--- src/rtl/ctrl_arb_pkg.sv ---
// Shared types and constants for the drive-command arbiter: FSM state, direction codes, width helpers.
package ctrl_arb_pkg;

    typedef enum logic {
        IDLE = 1'b0,
        OWN  = 1'b1
    } arb_state_e;

    localparam int DIR_W = 3;
    localparam logic [DIR_W-1:0] CMD_STOP  = 3'd0;
    localparam logic [DIR_W-1:0] CMD_FWD   = 3'd1;
    localparam logic [DIR_W-1:0] CMD_REV   = 3'd2;
    localparam logic [DIR_W-1:0] CMD_LEFT  = 3'd3;
    localparam logic [DIR_W-1:0] CMD_RIGHT = 3'd4;

    // Counter width able to hold values 0..n-1, never below one bit.
    function automatic int cnt_w(input int n);
        return (n <= 2) ? 1 : $clog2(n);
    endfunction

    // Width of the packed per-source command bus.
    function automatic int pack_w(input int n_src, input int cmd_w);
        return n_src * cmd_w;
    endfunction

endpackage

--- src/rtl/rr_arbiter.sv ---
// Combinational grant: fixed priority (lowest index) or round-robin scan starting at 'start'.
module rr_arbiter #(
    parameter int N     = 3,
    parameter int IDX_W = 2
) (
    input  logic [N-1:0]     req,
    input  logic [IDX_W-1:0] start,
    input  logic             rr_mode,
    output logic [N-1:0]     gnt,
    output logic [IDX_W-1:0] gnt_idx
);

    logic [IDX_W-1:0] scan_idx;
    logic             found;

    always_comb begin
        gnt      = '0;
        gnt_idx  = '0;
        scan_idx = '0;
        found    = 1'b0;
        for (int k = 0; k < N; k++) begin
            scan_idx = rr_mode ? IDX_W'((int'(start) + k) % N) : IDX_W'(k);
            if (!found && req[scan_idx]) begin
                found         = 1'b1;
                gnt[scan_idx] = 1'b1;
                gnt_idx       = scan_idx;
            end
        end
    end

endmodule

--- src/rtl/control_arbiter.sv ---
// Drive-command arbiter: one source owns the output for a hold window, watchdog forces SAFE_CMD.
// Optional CTRL_ARB_DEBOUNCE_EN: a strobe only requests when it repeats that source's previous command.
module control_arbiter
    import ctrl_arb_pkg::*;
#(
    parameter int N_SRC          = 3,
    parameter int CMD_W          = 3,
    parameter int HOLD_CYCLES    = 25_000_000,
    parameter int TIMEOUT_CYCLES = 100_000_000,
    parameter int SAFE_CMD       = int'(CMD_STOP),
    parameter int RR_MODE        = 0
) (
    input  logic                             clk_50,
    input  logic                             rst_n,
    input  logic [N_SRC-1:0]                 src_valid,
    input  logic [pack_w(N_SRC, CMD_W)-1:0]  src_cmd,
    input  logic [N_SRC-1:0]                 src_enable,
    output logic [CMD_W-1:0]                 cmd,
    output logic                             cmd_valid,
    output logic [$clog2(N_SRC)-1:0]         owner,
    output logic                             owner_active,
    output logic                             timeout_flag
);

    localparam int OWN_W  = $clog2(N_SRC);
    localparam int HOLD_W = cnt_w(HOLD_CYCLES);
    localparam int TO_W   = cnt_w(TIMEOUT_CYCLES);
    localparam logic [HOLD_W-1:0] HOLD_LOAD = HOLD_W'(HOLD_CYCLES - 1);
    localparam logic [TO_W-1:0]   WD_LAST   = TO_W'(TIMEOUT_CYCLES - 1);
    localparam logic [CMD_W-1:0]  SAFE      = CMD_W'(SAFE_CMD);
    localparam logic [OWN_W-1:0]  LAST_IDX  = OWN_W'(N_SRC - 1);

    arb_state_e                    state_q, state_d;
    logic [CMD_W-1:0]              cmd_q, cmd_d;
    logic                          cmd_valid_q, cmd_valid_d;
    logic [OWN_W-1:0]              owner_q, owner_d;
    logic                          flag_q, flag_d;
    logic [HOLD_W-1:0]             hold_q, hold_d;
    logic [TO_W-1:0]               wd_q, wd_d;
    logic                          wd_done_q, wd_done_d;
    logic [OWN_W-1:0]              last_q, last_d;

    logic [N_SRC-1:0][CMD_W-1:0]   cmds;
    logic [N_SRC-1:0]              deb_ok;
    logic [N_SRC-1:0]              req;
    logic [N_SRC-1:0]              gnt;
    logic [OWN_W-1:0]              gnt_idx;
    logic [OWN_W-1:0]              rr_start;
    logic                          gnt_any;
    logic                          wd_expire;
    logic                          do_grant, do_accept, do_fire;

    assign cmds = src_cmd;

`ifdef CTRL_ARB_DEBOUNCE_EN
    logic [N_SRC-1:0][CMD_W-1:0] last_val_q;

    for (genvar i = 0; i < N_SRC; i++) begin : g_deb
        always_ff @(posedge clk_50 or negedge rst_n) begin
            if (!rst_n)
                last_val_q[i] <= SAFE;
            else if (src_valid[i])
                last_val_q[i] <= cmds[i];
        end
        assign deb_ok[i] = (cmds[i] == last_val_q[i]);
    end
`else
    assign deb_ok = '1;
`endif

    assign req      = src_valid & src_enable & deb_ok;
    assign rr_start = (last_q == LAST_IDX) ? '0 : last_q + 1'b1;
    assign gnt_any  = |gnt;

    rr_arbiter #(
        .N     (N_SRC),
        .IDX_W (OWN_W)
    ) u_rr_arbiter (
        .req     (req),
        .start   (rr_start),
        .rr_mode (RR_MODE != 0),
        .gnt     (gnt),
        .gnt_idx (gnt_idx)
    );

    // The watchdog saturates at its last count; wd_done stops it re-firing until the next grant.
    assign wd_expire = (wd_q == WD_LAST) && !wd_done_q;

    always_comb begin
        state_d     = state_q;
        cmd_d       = cmd_q;
        cmd_valid_d = 1'b0;
        owner_d     = owner_q;
        flag_d      = flag_q;
        hold_d      = hold_q;
        wd_d        = (wd_q == WD_LAST) ? wd_q : wd_q + 1'b1;
        wd_done_d   = wd_done_q;
        last_d      = last_q;
        do_grant    = 1'b0;
        do_accept   = 1'b0;
        do_fire     = 1'b0;

        case (state_q)
            IDLE: begin
                if (gnt_any)        do_grant = 1'b1;
                else if (wd_expire) do_fire  = 1'b1;
            end
            OWN: begin
                if (!src_enable[owner_q]) begin
                    state_d = IDLE;
                    hold_d  = '0;
                end else if (hold_q != '0) begin
                    if (req[owner_q]) begin
                        do_accept = 1'b1;
                    end else begin
                        hold_d = hold_q - 1'b1;
                        if (wd_expire) do_fire = 1'b1;
                    end
                end else if (gnt_any) begin
                    do_grant = 1'b1;
                end else if (wd_expire) begin
                    do_fire = 1'b1;
                end
            end
            default: state_d = IDLE;
        endcase

        if (do_grant) begin
            state_d     = OWN;
            owner_d     = gnt_idx;
            last_d      = gnt_idx;
            cmd_d       = cmds[gnt_idx];
            cmd_valid_d = 1'b1;
            hold_d      = HOLD_LOAD;
            wd_d        = '0;
            wd_done_d   = 1'b0;
            flag_d      = 1'b0;
        end
        if (do_accept) begin
            cmd_d       = cmds[owner_q];
            cmd_valid_d = 1'b1;
            hold_d      = HOLD_LOAD;
            wd_d        = '0;
            flag_d      = 1'b0;
        end
        if (do_fire) begin
            state_d     = IDLE;
            cmd_d       = SAFE;
            cmd_valid_d = 1'b1;
            hold_d      = '0;
            flag_d      = 1'b1;
            wd_done_d   = 1'b1;
        end
    end

    always_ff @(posedge clk_50 or negedge rst_n) begin
        if (!rst_n) begin
            state_q     <= IDLE;
            cmd_q       <= SAFE;
            cmd_valid_q <= 1'b0;
            owner_q     <= '0;
            flag_q      <= 1'b0;
            hold_q      <= '0;
            wd_q        <= '0;
            wd_done_q   <= 1'b0;
            last_q      <= LAST_IDX;
        end else begin
            state_q     <= state_d;
            cmd_q       <= cmd_d;
            cmd_valid_q <= cmd_valid_d;
            owner_q     <= owner_d;
            flag_q      <= flag_d;
            hold_q      <= hold_d;
            wd_q        <= wd_d;
            wd_done_q   <= wd_done_d;
            last_q      <= last_d;
        end
    end

    assign cmd          = cmd_q;
    assign cmd_valid    = cmd_valid_q;
    assign owner        = owner_q;
    assign owner_active = (state_q == OWN);
    assign timeout_flag = flag_q;

endmodule

--- config.mk ---
export PLATFORM = sky130hd
export DESIGN_NAME = control_arbiter
export DESIGN_NICKNAME = d
export VERILOG_FILES = /design/src/rtl/ctrl_arb_pkg.sv /design/src/rtl/rr_arbiter.sv /design/src/rtl/control_arbiter.sv
export SDC_FILE = /design/constraint.sdc
export NUM_CORES = 1
export LEC_CHECK = 0
export CORE_MARGIN = 2
export CORE_UTILIZATION = 60
export DETAILED_ROUTE_END_ITERATION = 6
export GPL_ROUTABILITY_DRIVEN = 0
export PLACE_DENSITY = 0.81
export SETUP_SLACK_MARGIN = 0.4
export SLEW_MARGIN = 40
export SYNTH_ARGS = -nofsm -noshare
export SYNTH_HDL_FRONTEND = slang
export SYNTH_SLANG_ARGS = --single-unit
--- constraint.sdc ---
create_clock -name clk_50 -period 4.7 [get_ports clk_50]
set_input_delay 0.94 -clock clk_50 [delete_from_list [all_inputs] [get_ports clk_50]]
set_output_delay 0.94 -clock clk_50 [all_outputs]
set_load 0.05 [all_outputs]
==> results of run 1 <==
[worst min-delay path by stage]
stage                                   startpoint                       end  slack, ps  cells past startpoint
after floorplan              wd_done_q$_DFFE_PN0P_     wd_done_q$_DFFE_PN0P_        440                      1
after CTS                 timeout_flag$_DFFE_PN0P_  timeout_flag$_DFFE_PN0P_        490                      1
after detailed placement  timeout_flag$_DFFE_PN0P_  timeout_flag$_DFFE_PN0P_        470                      1
after global routing      timeout_flag$_DFFE_PN0P_  timeout_flag$_DFFE_PN0P_        510                      1
after global placement       wd_done_q$_DFFE_PN0P_     wd_done_q$_DFFE_PN0P_        460                      1
final                     timeout_flag$_DFFE_PN0P_  timeout_flag$_DFFE_PN0P_        480                      1
[layer usage]
layer	part of all wire, %	wire length, µm
met2	44	3940
met5	0	0
met4	1.9	169
met1	47	4230
met3	7.5	678
[synthesized netlist by cell type (8+ instances only)]
cell type	number	area share (%)
a211oi_1	8	1.5
dfrtp_1	61	39
inv_1	9	0.86
mux2i_1	12	3.1
nand2_1	31	3.0
nand3_1	16	2.0
nand4_1	15	2.4
nor2_1	52	5.0
nor3_1	12	1.5
o21ai_0	13	1.7
xnor2_1	14	3.1
xor2_1	11	2.5
[cells by family after synthesis]
family	Yosys count	share of synthesized area [%]
compound gates	94	19.9
xor+xnor	25	5.59
fa+ha+maj	2	0.639
buf+inv	25	4.95
flops	61	39.0
mux	13	3.35
simple gates	187	26.6
[flip-flops by register name, indices dropped and copies added, names as in the netlist]
signal	cells
wd_done_q	1
owner	2
cmd_valid	1
cmd	3
hold_q	25
timeout_flag	1
wd_q	27
owner_active	1
[cell type report]
| cell class | instances | area share [%] |
|---|---|---|
| Sequential cell | 61 | 35.4 |
| Tap cell | 77 | 2.23 |
| Clock inverter | 1 | 0.696 |
| Inverter | 9 | 0.783 |
| Clock buffer | 14 | 3.77 |
| Multi-Input combinational cell | 321 | 50.9 |
| Timing Repair Buffer | 28 | 6.24 |
[worst max-delay path, stage by stage]
cell and delay [ps]:
clkdlybuf4s50_1 440, mux2i_1 190, nor2_1 70, a21oi_2 630, nor3_1 210, a21oi_2 640
a22o_1 260
[per-stage QoR]
stage	cells	area, µm²	total power (W)	utilization, %	hold slack [ps]
after floorplan	407	3920	0.00159	-	441
after global placement	496	4120	0.00178	65.2	458
after detailed placement	496	4120	0.00181	65.2	471
after CTS	511	4310	0.00228	68.3	491
after global routing	511	4310	0.00242	68.3	509
final	511	4310	0.00229	68.3	484
[power breakdown]
part / total [W] / switching (W) / internal (W)
Combinational: 0.00102 / 0.000618 / 0.000400
Sequential: 0.000806 / 0.000156 / 0.000650
Clock: 0.000470 / 0.000198 / 0.000272
==> impl_metrics.py, run 1 <==
metrics = {
    "outcome": {
        "status": "complete, no violations",
    },
    "worst_setup_path": {
        "timing.rr.start": "hold_q[0]$_DFFE_PN0P_",
        "regToRegEndpoint": "hold_q[1]$_DFFE_PN0P_",
        "worst_setup_path_end_kind": "register",
        "worstSetupStartpoint": "src_enable[2]",
        "critPathCapture": "hold_q[1]$_DFFE_PN0P_",
        "r2r_setup_slack_ps": 1730,
        "cp_max_fo": 18,
        "start_kind": "input pin",
        "worstSetupPathType": "input pin to register",
        "worst-r2r-cell-count": 8,
        "cp.arrival_ps": 3380,
        "crit_required_ps": 4970,
    },
    "logic_synthesis": {
        "netlist_instances": 407,
        "synth.distinct_cells": 83,
        "yosysWarningCount": 0,
        "synth_nets": 426,
        "syn_area_um2": 3920,
        "synth_edf_count": 0,
        "async_reset_ff_share_pct": 100,
        "syn_area_per_cell_um2": 9.62,
        "ys.flop_type": "dfrtp_1",
        "yosys_register_bits": 61,
        "ys_seq_area_share_pct": 39.0,
    },
    "clocking": {
        "cts_resized": 0,
        "clk_pin_slew_ps": 60,
        "clock-root-buffer": "clkbuf_8",
        "htreeDepth": 3,
        "numCtsBuffers": 9,
        "cts_hold_buffers": 0,
        "clkSinkCount": 61,
        "post_cts_buffers": 0,
        "clk_path_buf_depth": 2,
        "clkLatencyLatePin_ps": 340,
        "tritoncts": "yes",
    },
    "layout": {
        "area_growth_pct": 10.2,
        "final-seq-area_um2": 1530,
        "drive_gt1_share_pct": 11.3,
        "mostFrequentLayoutCells": "61 x dfrtp_1, 52 x nor2_1, 31 x nand2_1, 23 x clkdlybuf4s50_1, 16 x nand3_1",
        "multi_input_area_um2": 2200,
        "nNetsFinal": 449,
        "final_common_cell": "dfrtp_1",
        "num_antenna_cells": 0,
        "fill_cells": 514,
    },
    "sta": {
        "finalSetupTns_ps": 0,
        "fmax_mhz": 321,
        "setup_viol": 0,
        "finalHoldViolCount": 0,
        "fin_ws_ps": 1590,
        "slew_violations": 0,
        "period_share_pct": 66.3,
        "max_slew_margin_pct": 44.4,
        "fin_skew_ps": 6.58,
        "max_slew.worst_pin.slew_ps": 834,
        "rsz0062_at_grt": "no",
        "fin_crit_ps": 3110,
    },
    "global_routing": {
        "grtUsageMet3_pct": 4.23,
        "grt_pass1_vias": 3091,
        "grt_overflow": 0,
        "met2_usage_pct": 39.0,
        "grt_pass1_wl_um": 15200,
        "grt_max_degree": 62,
        "grt_use_total_pct": 26.1,
        "grt-busiest-layer": "met2",
        "met1_usage_pct": 38.4,
        "antenna_found_initial": 0,
    },
    "place": {
        "dpl.hpwl_um": 6120,
        "place_ws_ps": 1260,
        "io_buffers": 24,
    },
    "min_path": {
        "hold_path.class": "register to register",
    },
    "floorplanning": {
        "rows": 29,
        "dieArea_um2": 7190,
        "boundaryPins": 25,
        "core_um2": 6310,
        "die_w_um": 84.8,
        "initial_utilization_pct": 62.0,
        "fp.dieH_um": 84.8,
    },
    "pwr": {
        "p_per_area_nw_per_um2": 532,
        "leakage_nw": 1.78,
        "ir_drop_v": 0.000414,
    },
    "drt": {
        "routed_wl_um": 9020,
        "via_per_inst": 6.61,
        "routed-via-count": 3378,
        "dr.pass1.iters": 5,
        "drtIter0Drc": 405,
        "post_drt_wl_per_cell_um": 17.6,
        "drc": 0,
        "antenna_left": 0,
    },
    "job": {
        "cap_violations": 0,
    },
}
(Power assumes the default switching activity.)
==> run 2: changes to the inputs <==
- clock period: 4.7 -> 3 ns (I/O delays scaled with it)
==> run 2 against run 1 <==
  * Clock power increased by 58%
  * Total power up 63%
  * Via count increased by 3.2%
  * Largest power group unchanged
  * Highest routed layer unchanged
==> impl_metrics.py, run 2 (synthesis results as in run 1) <==
metrics = {
    "layout": {
        "mostFrequentLayoutCells": "61 x dfrtp_1, 52 x nor2_1, 31 x nand2_1, 23 x clkdlybuf4s50_1, 19 x buf_4",
        "regMostFlops": "wd_q",
        "nNetsFinal": 464,
        "final_common_cell": "dfrtp_1",
        "final_area_um2": 4470,
        "num_antenna_cells": 0,
        "largest_register_ffs": 27,
        "drive_gt1_share_pct": 15.8,
        "area_growth_pct": 14.2,
        "instances_no_fill": 525,
    },
    "worst_setup_path": {
        "start_kind": "register",
        "cp.arrival_ps": 2770,
        "crit_required_ps": 3230,
        "worst-r2r-cell-count": 6,
        "cp_max_fo": 17,
        "worstSetupPathType": "register to register",
        "worst_setup_path_end_kind": "register",
    },
    "clocking": {
        "clk_pin_slew_ps": 70,
        "clkSinkCount": 61,
        "clock-root-buffer": "clkbuf_8",
        "numCtsBuffers": 9,
        "clk_path_buf_depth": 2,
        "htreeDepth": 3,
        "cts_hold_buffers": 0,
        "tritoncts": "yes",
        "clkLatencyLatePin_ps": 340,
    },
    "sta": {
        "period_share_pct": 84.6,
        "slew_violations": 0,
        "fmax_mhz": 394,
        "finalSetupTns_ps": 0,
        "rsz0062_at_grt": "yes",
        "max_slew_margin_pct": 65.2,
        "setup_viol": 0,
        "fin_crit_ps": 2540,
        "finalHoldViolCount": 0,
        "fin_skew_ps": 10.1,
        "max_slew.worst_pin.slew_ps": 520,
        "fin_ws_ps": 461,
    },
    "pwr": {
        "ir_drop_v": 0.000666,
        "p_per_area_nw_per_um2": 837,
        "leakage_nw": 1.85,
        "power.total_w": 0.00374,
    },
    "place": {
        "io_buffers": 24,
        "placed_area_um2": 4220,
        "dpl.cell_count": 509,
        "dpl.hpwl_um": 6610,
        "place_ws_ps": 275,
    },
    "floorplanning": {
        "dieArea_um2": 7190,
        "die_w_um": 84.8,
        "initial_utilization_pct": 62.0,
        "boundaryPins": 25,
        "rows": 29,
        "fp.dieH_um": 84.8,
        "core_um2": 6310,
    },
    "global_routing": {
        "grt_pass1_wl_um": 16000,
        "grt_pass1_vias": 3291,
        "grt_max_degree": 28,
        "grt_use_total_pct": 27.7,
        "antenna_found_initial": 0,
        "grt_overflow": 0,
    },
    "outcome": {
        "status": "complete, no violations",
    },
    "drt": {
        "routed_wl_um": 9400,
        "antenna_left": 0,
        "post_drt_wl_per_cell_um": 17.9,
        "drtIter0Drc": 426,
        "routed-via-count": 3487,
        "drc": 0,
        "via_per_inst": 6.64,
        "dr.pass1.iters": 5,
    },
    "min_path": {
        "hold_path.class": "input pin to async pin",
    },
    "job": {
        "cap_violations": 0,
    },
}
run 2: critical path, stage by stage (launching register included):
cell	delay (ps)
dfrtp_1	410
or4_2	730
or2_4	280
o31a_4	330
nand2_8	150
o311ai_0	160
a221o_1	350
run 2: final timing paths:
kind | startpoint | end | slack (ps)
max | hold_q[21]$_DFFE_PN0P_ | hold_q[3]$_DFFE_PN0P_ | 460
min | rst_n | hold_q[2]$_DFFE_PN0P_ | 210
max reg2reg | hold_q[21]$_DFFE_PN0P_ | hold_q[3]$_DFFE_PN0P_ | 460
min reg2reg | wd_done_q$_DFFE_PN0P_ | wd_done_q$_DFFE_PN0P_ | 480
max in group asynchronous | rst_n | hold_q[11]$_DFFE_PN0P_ | 2110
min in group clk_50 | wd_done_q$_DFFE_PN0P_ | wd_done_q$_DFFE_PN0P_ | 480
run 2: per-layer routing:
layer	wire, µm	vias up	global-route usage, %
met5	0	-	0
met4	180	0	12.4
met3	612	25	4.52
met2	4330	164	41.9
met1	4270	1685	39.4
li1	-	1613	-
run 2: power by group:
| group | switching (W) | internal [W] | leakage, nW |
|---|---|---|---|
| Clock | 0.000320 | 0.000421 | 0.0975 |
| Combinational | 0.00104 | 0.000725 | 0.958 |
| Sequential | 0.000218 | 0.00102 | 0.798 |
run 2: metrics by stage:
| stage | utilization, % | hold WS [ps] |
|---|---|---|
| 3_5_place_dp | 66.8 | 465 |
| 5_1_grt | 70.9 | 253 |
| 6_report | 70.9 | 213 |
| 2_1_floorplan | - | 304 |
| 3_3_place_gp | 66.8 | 459 |
| 4_1_cts | 70.1 | 222 |
run 2: layout make-up:
class | instances | area [µm²]
clock buffers | 11 | 151
flip-flops and latches | 61 | 1530
repair buffers | 43 | 378
clock inverters | 3 | 46.3
well taps | 77 | 96.3
fillers | 502 | 1840
inverters | 9 | 33.8
multi-input cells | 321 | 2240
run 2: timing repair:
item                                    4_1_cts  5_1_grt
pin swaps                                     0        0
endpoints found under the setup margin       10       47
resized for setup                             2        7
setup buffers                                 0        2
